--- src/rtl/alu_io_pkg.sv ---
// Shared definitions for the ALU I/O conditioning blocks: debounce FSM
// state encoding and default debounce timing.
package alu_io_pkg;

   typedef enum logic [1:0] {
      IDLE         = 2'd0,
      WAIT_PRESS   = 2'd1,
      PRESSED      = 2'd2,
      WAIT_RELEASE = 2'd3
   } dbnc_state_e;

   localparam int DEF_NB_CNT          = 20;
   localparam int DEF_DEBOUNCE_CYCLES = 1_000_000;

endpackage

--- src/rtl/btn_debounce_cell.sv ---
// One push-button channel: 2-FF synchroniser, counter-based debounce FSM and
// registered level / press-pulse outputs.
module btn_debounce_cell
   import alu_io_pkg::*;
#(
   parameter int NB_CNT          = DEF_NB_CNT,
   parameter int DEBOUNCE_CYCLES = DEF_DEBOUNCE_CYCLES
) (
   input  logic clock,
   input  logic i_reset,
   input  logic i_btn_raw,
   output logic o_btn,
   output logic o_btn_pulse
);

   localparam logic [NB_CNT-1:0] CNT_LAST = NB_CNT'(DEBOUNCE_CYCLES - 1);
   localparam logic [NB_CNT-1:0] CNT_ONE  = NB_CNT'(1);

   logic              sync1_q;
   logic              sync2_q;
   dbnc_state_e       state_q, state_d;
   logic [NB_CNT-1:0] cnt_q, cnt_d;
   logic              btn_q, btn_d;
   logic              pulse_q, pulse_d;

   always_ff @(posedge clock or negedge i_reset) begin
      if (!i_reset) begin
         sync1_q <= 1'b0;
         sync2_q <= 1'b0;
         state_q <= IDLE;
         cnt_q   <= '0;
         btn_q   <= 1'b0;
         pulse_q <= 1'b0;
      end else begin
         sync1_q <= i_btn_raw;
         sync2_q <= sync1_q;
         state_q <= state_d;
         cnt_q   <= cnt_d;
         btn_q   <= btn_d;
         pulse_q <= pulse_d;
      end
   end

   // The counter is cleared on every state change, so it starts from zero
   // in both waiting states and can never run past CNT_LAST.
   always_comb begin
      state_d = state_q;
      cnt_d   = cnt_q;
      case (state_q)
         IDLE: begin
            if (sync2_q) begin
               state_d = WAIT_PRESS;
               cnt_d   = '0;
            end
         end
         WAIT_PRESS: begin
            if (!sync2_q) begin
               state_d = IDLE;
               cnt_d   = '0;
            end else if (cnt_q == CNT_LAST) begin
               state_d = PRESSED;
               cnt_d   = '0;
            end else begin
               cnt_d = cnt_q + CNT_ONE;
            end
         end
         PRESSED: begin
            if (!sync2_q) begin
               state_d = WAIT_RELEASE;
               cnt_d   = '0;
            end
         end
         WAIT_RELEASE: begin
            if (sync2_q) begin
               state_d = PRESSED;
               cnt_d   = '0;
            end else if (cnt_q == CNT_LAST) begin
               state_d = IDLE;
               cnt_d   = '0;
            end else begin
               cnt_d = cnt_q + CNT_ONE;
            end
         end
         default: begin
            state_d = IDLE;
            cnt_d   = '0;
         end
      endcase

      btn_d   = (state_d == PRESSED) || (state_d == WAIT_RELEASE);
      pulse_d = (state_q == WAIT_PRESS) && (state_d == PRESSED);
   end

   assign o_btn       = btn_q;
   assign o_btn_pulse = pulse_q;

endmodule

--- src/rtl/btn_debouncer.sv ---
// Debounces NB_BTN raw push-buttons into clean levels and one-cycle press
// strobes used as the ALU operand/op load signals.
module btn_debouncer
   import alu_io_pkg::*;
#(
   parameter int NB_BTN          = 3,
   parameter int NB_CNT          = DEF_NB_CNT,
   parameter int DEBOUNCE_CYCLES = DEF_DEBOUNCE_CYCLES
) (
   input  logic              clock,
   input  logic              i_reset,
   input  logic [NB_BTN-1:0] i_btn_raw,
   output logic [NB_BTN-1:0] o_btn,
   output logic [NB_BTN-1:0] o_btn_pulse
);

   if ((DEBOUNCE_CYCLES < 2) || (64'(DEBOUNCE_CYCLES) >= (64'd1 << NB_CNT))) begin : g_bad_cfg
      $error("btn_debouncer: DEBOUNCE_CYCLES must be in 2..2**NB_CNT-1");
   end

   for (genvar gi = 0; gi < NB_BTN; gi++) begin : g_cell
      btn_debounce_cell #(
         .NB_CNT          (NB_CNT),
         .DEBOUNCE_CYCLES (DEBOUNCE_CYCLES)
      ) u_cell (
         .clock       (clock),
         .i_reset     (i_reset),
         .i_btn_raw   (i_btn_raw[gi]),
         .o_btn       (o_btn[gi]),
         .o_btn_pulse (o_btn_pulse[gi])
      );
   end

endmodule
--- config.mk ---
export PLATFORM = sky130hd
export DESIGN_NAME = btn_debouncer
export DESIGN_NICKNAME = d
export VERILOG_FILES = /design/src/rtl/alu_io_pkg.sv /design/src/rtl/btn_debounce_cell.sv /design/src/rtl/btn_debouncer.sv
export SDC_FILE = /design/constraint.sdc
export NUM_CORES = 1
export LEC_CHECK = 0
export ABC_AREA = 1
export BUFFER_PORTS_ARGS = -buffer_cell sky130_fd_sc_hd__clkbuf_2
export CELL_PAD_IN_SITES_DETAIL_PLACEMENT = 1
export CELL_PAD_IN_SITES_GLOBAL_PLACEMENT = 1
export CORE_UTILIZATION = 39
export DETAILED_ROUTE_END_ITERATION = 7
export PLACE_DENSITY_LB_ADDON = 0.1
export SLEW_MARGIN = 25
export SYNTH_ARGS = -nofsm -noshare
export SYNTH_HDL_FRONTEND = slang
export SYNTH_SLANG_ARGS = --single-unit
--- constraint.sdc ---
create_clock -name clock -period 1.4 [get_ports clock]
set_input_delay 0.14 -clock clock [delete_from_list [all_inputs] [get_ports clock]]
set_output_delay 0.14 -clock clock [all_outputs]
set_load 0.05 [all_outputs]
==> impl_results.md, run 1 <==
* Number of distinct standard cells referenced by the synthesized netlist at 29
* Sum of negative setup slack at -3.74 ns
* Met1 Usage GRT at approximately 29%
* Crit Reg-Reg Startpoint: g_cell[2].u_cell.cnt_q[5]
* Post-Syn Instances at between 500 and 600
* Cell-by-cell trace of the critical path: nand2_1, nor2_1, inv_1, nor2_2, nand3_4, nand2_8, buf_6, o22ai_2
* Violations in the final reports: negative setup slack
* Post-route fraction of the period consumed by the critical path at 111%
* Summed instance area of the synthesized netlist at about 4400 µm²
* Die Outline Area at between 10,000 and 15,000 µm²
* Sinks on the clock net at between 70 and 80
* Count of buffers inserted at the top-level ports at 10
* Final Hold Viols at 0
* Global-route wire length before repair at 20,900 µm
* Nature of the critical path endpoint: flip-flop
* Post-route worst setup slack at -0.153 ns
* Routability cong. at ~0.8
* Via count of the first global-routing pass at about 4,400
* Signed area change from the synthesized netlist to the final layout at 38.5%
* Count of final setup violators at 44
* Starting Density at around two fifths
* Worst Path Arrival at around 1.8 ns
* Number of H-tree levels at 3
* Hold Worst Slack at approximately 0.2 ns
* Share of cells above drive strength 1 at a little under two fifths
* Max-cap violations at 0
* Residual overflow from global routing at 0
* Fin crit period at around 1.6 ns
* Initial antenna violation count at 0
* Maximum net fanout on the critical path at 5
* Final cell utilization of the core at a little under three fifths
* Fin Clk Skew at ~0.015 ns
* Run status: complete, but fails checks
* Maximum clock frequency at 644 MHz
* Setup repair after global routing missed its margin: true
* Crit path max-delay cell type: dfrtp_1
* Clock Root Buffer: clkbuf_8
* Delay of the slowest cell on the worst path at around 0.41 ns
* Worst-case register-to-register setup slack at -0.15 ns
* CP required at roughly 1.7 ns
* Most used routing layer: met2
* Via density per instance at just over 5
* Boundary Pins at 11
* Number of iterations in the first detailed-routing pass at 4
* PwrDens at roughly 760 nW/µm²
* Number of DRC violations after detailed-routing iteration 0 at around 140
* Standard-cell rows at 38
* HPWL Detailed at about 9000 µm
* Overall die height at about 110 µm
* Core outline area at around 11,000 µm²
* Final number of max-transition violations at 0
* Actual transition at the worst max-transition pin at ~0.36 ns
* Clock transition at the register clock pins on the worst setup and hold paths after CTS at roughly 0.090 ns
* N_diodes at 0
* Final cell count without fillers at ~800
* Met3 usage in global routing at 3.09%
* Count of antenna-violating nets left after detailed routing at 0
* Worst reg2reg endpoint: g_cell[2].u_cell.cnt_q[8]
* Pleak at around 0.0027 µW
* TritonCTS clock tree: done
* Worst hold path type: in -> async
* Worst-skew pair later-pin latency at approximately 0.38 ns
* Drt wl/cell at 16.5 µm
* Max Buffers Root-to-Sink at 2
* Placed cells at 779
* Vias at 4,141
* Final net count at a little under 700
* Classification of the worst setup path: reg -> reg
* Number of design rule violations left after detail routing at 0
* Per-instance average area after synthesis at a little under 8 µm²
* Part of the Yosys area used for sequential elements at 44.6%
* Length in cells of the worst reg-to-reg path at 8
* Launching instance or port of the critical path: g_cell[2].u_cell.cnt_q[5]
* Combined global-route utilization of all metal layers at between 20% and 30%
* CP Launch Type: flip-flop
* Post-Syn Nets at about 580
* VDD IR max at roughly 450 µV
* Global routing met2 resource utilization at just over 40%
* Largest net degree at the start of global routing at 43
* DRT Wirelength at 13,500 µm
* YS warnings at 0
* Flop and latch count out of synthesis at 78
* Relative slew slack at ~76%
* Number of buffers created by CTS at 9
* Horiz. Die Dim at roughly 110 µm
## layout make-up
cell class | count | area (µm²)
Timing Repair Buffer | 111 | 918
Inverter | 61 | 245
Tap cell | 140 | 175
Clock inverter | 5 | 81.3
Clock buffer | 11 | 141
Multi-Input combinational cell | 415 | 2540
Fill cell | 1317 | 4830
Sequential cell | 78 | 1960
## cell usage in the layout (no fill, tap or decap), types with 14 or more instances in the layout
cell / instances
nand3_1: 28
nand2_2: 14
inv_1: 46
dfrtp_1: 72
o21ai_1: 17
nand2_1: 155
buf_4: 80
buf_6: 14
xor2_1: 23
nor2_4: 18
nor2_2: 17
nor2_1: 47
nand3_2: 19
## kinds of logic after synthesis
family,synth area share (%)
simple gates,33.0
fa+ha+maj,0.858
flops,44.6
buf+inv,7.52
xor+xnor,7.21
compound gates,6.78
## what timing repair did
item                                    CTS  global route
gates cloned                              1             0
hold endpoints to repair                 23             0
endpoints found under the setup margin   57            71
gates resized for setup                  53           104
hold buffers                              4             0
pin swaps                                21            29
setup buffers                             8            14
## registers in the layout, indices dropped and copies added (netlist names)
signal and flops:
g_cell.u_cell.state_q 6, g_cell.u_cell.sync2_q 3, g_cell.u_cell.cnt_q 60, g_cell.u_cell.sync1_q 3, g_cell.u_cell.o_btn_pulse 3, g_cell.u_cell.o_btn 3
## stage by stage
step | setup slack, ns | total power (µW) | instance area (µm²)
floorplan | 0.0474 | 2450 | 4370
global placement | -0.105 | 2600 | 5100
detailed placement | -0.166 | 2610 | 5100
CTS | -0.0908 | 4600 | 5590
global route | -0.207 | 4770 | 6060
finish | -0.153 | 4610 | 6060
## worst max path at each step
stage          slack (ns)  cells past startpoint                    endpoint
6_report            -0.15                      8   g_cell[2].u_cell.cnt_q[8]
5_1_grt             -0.21                      9  g_cell[2].u_cell.cnt_q[18]
4_1_cts             -0.09                      8  g_cell[1].u_cell.cnt_q[12]
3_5_place_dp        -0.17                      7  g_cell[1].u_cell.cnt_q[12]
3_3_place_gp        -0.11                      7  g_cell[1].u_cell.cnt_q[12]
2_1_floorplan        0.05                      7  g_cell[2].u_cell.cnt_q[16]
## per-layer routing
| layer | vias to the layer above | share of wire (%) | routed length [µm] |
|---|---|---|---|
| met5 | - | 0 | 0 |
| met4 | 0 | 2.0 | 270 |
| met3 | 23 | 2.0 | 267 |
| met2 | 43 | 51 | 6950 |
| met1 | 2066 | 45 | 6030 |
| li1 | 2009 | - | - |
## synthesized netlist by cell type, drive strengths merged
| library cell | number | area share (%) |
|---|---|---|
| dfrtp | 78 | 45 |
| o22ai | 13 | 1.9 |
| a21oi | 1 | 0.11 |
| nor2 | 82 | 8.8 |
| a31oi | 1 | 0.14 |
| nand4 | 8 | 1.1 |
| xnor2 | 11 | 2.2 |
| nand3b | 2 | 0.34 |
| nor3 | 4 | 0.46 |
| ha | 3 | 0.86 |
| o21bai | 5 | 0.86 |
| nand3 | 50 | 6.1 |
| nand2 | 177 | 16 |
| and2 | 1 | 0.14 |
| or2 | 1 | 0.14 |
| xor2 | 25 | 5.0 |
| inv | 61 | 5.2 |
| buf | 13 | 2.3 |
| o21ai | 31 | 3.8 |
## report_power, final
part,total [µW],internal [µW],switching [µW]
clock,1960,1060,900
sequential,2300,2280,22.8
combinational,352,136,215
total,4610,3470,1140
## critical path: cells and delay by family (launching register included)
family | cells | cell delay (ns)
flops | 1 | 0.41
compound gates | 1 | 0.07
simple gates | 5 | 0.75
buf+inv | 2 | 0.19
Note: power is estimated with default switching activity, not from simulation.
==> inputs of run 2 (changes only) <==
==> constraint.sdc (replaced) <==
create_clock -name clock -period 1.25 [get_ports clock]
set_input_delay 0.125 -clock clock [delete_from_list [all_inputs] [get_ports clock]]
set_output_delay 0.125 -clock clock [all_outputs]
set_load 0.05 [all_outputs]
==> run 2 against run 1 <==
The run still ends with negative setup slack left. Cell area rose by 12%. Clock power grew 26%. Count of clock-buffer cells in the layout rose by 2. Critical path type unchanged. Register-to-register slack lost 0.14 ns. Combinational power increased by 40%. Die area did not move. Sequential share of layout area fell by 3.4 points. Sequential cell count unchanged. Largest power group unchanged.
==> impl_results.md, run 2 (synthesized netlist as in run 1, its figures left out) <==
* Run status: complete, but fails checks
* Violations in the final reports: negative setup slack
* Largest register FFs at 60
* Count of antenna-violating nets left after detailed routing at 0
* Max-cap violations at 0
* Count of final setup violators at 72
* Initial antenna violation count at 0
* Final cell utilization of the core at roughly 62%
* Most flops, register: g_cell.u_cell.cnt_q
* Clock Root Buffer: clkbuf_8
* Drt wl/cell at about 18 µm
* Maximum net fanout on the critical path at 4
* Nature of the critical path endpoint: flip-flop
* Largest net degree at the start of global routing at 79
* VDD IR max at just over 800 µV
* Maximum clock frequency at approximately 650 MHz
* Core outline area at about 11,000 µm²
* Final net count at 733
* Vias at between 4,000 and 5,000
* Actual transition at the worst max-transition pin at roughly 0.47 ns
* TritonCTS clock tree: done
* Most common library cell in the layout ignoring fill and taps: nand2_1
* Share of cells above drive strength 1 at 44.7%
* Number of DRC violations after detailed-routing iteration 0 at 181
* Area used by multi-input combinational logic at between 2000 and 3000 µm²
* Relative slew slack at between 60 and 70%
* Classification of the worst setup path: reg -> reg
* Final Hold Viols at 0
* Area of all sequential standard cells at 1960 µm²
* Worst Path Arrival at 1.82 ns
* Pleak at 0.00301 µW
* Signed area change from the synthesized netlist to the final layout at 54.6%
* Count of buffers inserted at the top-level ports at 10
* CP Launch Type: flip-flop
* Worst-case register-to-register setup slack at -0.29 ns
* Via count of the first global-routing pass at around 4,700
* Number of H-tree levels at 3
* Via density per instance at a little over 5
* Post-route worst setup slack at -0.293 ns
* Standard-cell rows at 38
* Met3 usage in global routing at roughly 3.2%
* Max Buffers Root-to-Sink at 2
* Worst-skew pair later-pin latency at between 0.3 and 0.4 ns
* Met1 Usage GRT at around a third
* HPWL Detailed at 9110 µm
* Worst-case setup slack after placement at -0.233 ns
* Final number of max-transition violations at 0
* Routability cong. at a little under 0.8
* Residual overflow from global routing at 0
* Post-route fraction of the period consumed by the critical path at 123%
* CP required at about 1.5 ns
* Crit Reg-Reg Startpoint: g_cell[2].u_cell.cnt_q[0]
* Worst hold path type: in -> async
* Boundary Pins at 11
* DRT Wirelength at 15,300 µm
* PwrDens at about 820 nW/µm²
* Die Outline Area at 11,600 µm²
* Worst reg2reg endpoint: g_cell[2].u_cell.cnt_q[19]
* Clock transition at the register clock pins on the worst setup and hold paths after CTS at roughly 0.09 ns
* Sinks on the clock net at 78
* Fin crit period at approximately 1.5 ns
* Number of iterations in the first detailed-routing pass at 4
* Layout fillers at around 1,300
* Starting Density at between 40% and 50%
* Biggest registers after layout: g_cell.u_cell.cnt_q x60, g_cell.u_cell.state_q x6
* Most used routing layer: met2
* Combined global-route utilization of all metal layers at about a quarter
* Total non-filler cell area in the finished layout at between 6000 and 7000 µm²
* Number of buffers created by CTS at 9
* Area after detailed placement at 5470 µm²
* Most frequent cells in the layout: 146 x nand2_1, 121 x buf_4, 73 x dfrtp_1
* Global routing met2 resource utilization at 44.8%
* Global-route wire length before repair at 22,900 µm
* Overall die height at roughly 110 µm
* Horiz. Die Dim at approximately 110 µm
* Setup repair after global routing missed its margin: true
* Sum of negative setup slack at -14.65 ns
* Number of design rule violations left after detail routing at 0
* Length in cells of the worst reg-to-reg path at 9
* Fin Clk Skew at approximately 0.013 ns
* N_diodes at 0
==> run 2: cell count changes in the layout (fill, tap and decap cells not counted), sizes merged <==
cell      change
inv           -1
buf          +49
bufinv        +1
clkbuf        +2
clkinvlp      -2
==> run 2: worst max-delay path by stage <==
stage                                           from                          to  slack (ns)  cells after the start
final                      g_cell[2].u_cell.cnt_q[0]  g_cell[2].u_cell.cnt_q[19]       -0.29                      9
after floorplan            g_cell[2].u_cell.cnt_q[0]  g_cell[2].u_cell.cnt_q[18]       -0.09                      9
after detailed placement   g_cell[1].u_cell.cnt_q[0]  g_cell[1].u_cell.cnt_q[12]       -0.23                      6
after global placement    g_cell[2].u_cell.cnt_q[13]  g_cell[2].u_cell.cnt_q[19]       -0.17                      8
after global routing       g_cell[2].u_cell.cnt_q[4]  g_cell[2].u_cell.cnt_q[19]       -0.39                     10
after CTS                  g_cell[1].u_cell.cnt_q[0]   g_cell[1].u_cell.cnt_q[4]       -0.21                      8
==> run 2: power breakdown <==
| group | switching [µW] | internal [µW] | leakage, µW |
|---|---|---|---|
| clock network | 1020 | 1440 | 0.000124 |
| logic | 272 | 221 | 0.00183 |
| registers | 27.0 | 2550 | 0.00106 |
==> run 2: what timing repair did <==
action                                  4_1_cts  5_1_grt
cloned                                        2        0
hold endpoints to repair                     81        0
endpoints found under the setup margin       72       72
buffers inserted                             20       16
resized for setup                            80      100
hold buffers                                  4        0
pin swaps                                    27       51
==> run 2: per-stage QoR <==
step / power [µW] / cells / hold slack [ns]
final: 5530 / 870 / 0.292
after global routing: 5700 / 870 / 0.367
after CTS: 5500 / 860 / 0.338
after detailed placement: 2960 / 818 / 0.188
after global placement: 2950 / 818 / 0.184
after floorplan: 2750 / 567 / -0.171
==> run 2: critical path, cell delays in order (launching register included) <==
cell and delay, ns:
dfrtp_1 0.38, ha_2 0.20, nand2_2 0.07, nor2_4 0.19
nand3_4 0.15, nand2_8 0.12, buf_12 0.12, clkinv_8 0.07
nor2_4 0.08, nor2_1 0.05
==> run 2: area by class of cell <==
cell class,count,area share (%)
Multi-Input combinational cell,415,40.6
Sequential cell,78,29.0
Timing Repair Buffer,160,20.4
Inverter,61,3.76
Tap cell,140,2.59
Clock buffer,13,2.35
Clock inverter,3,1.33
==> run 2: routing by layer <==
metal | routed length, µm | vias to the layer above | share of wire [%]
li1 | - | 2100 | -
met1 | 6500 | 2188 | 43
met2 | 8080 | 60 | 53
met3 | 327 | 26 | 2.1
met4 | 349 | 0 | 2.3
met5 | 0 | - | 0
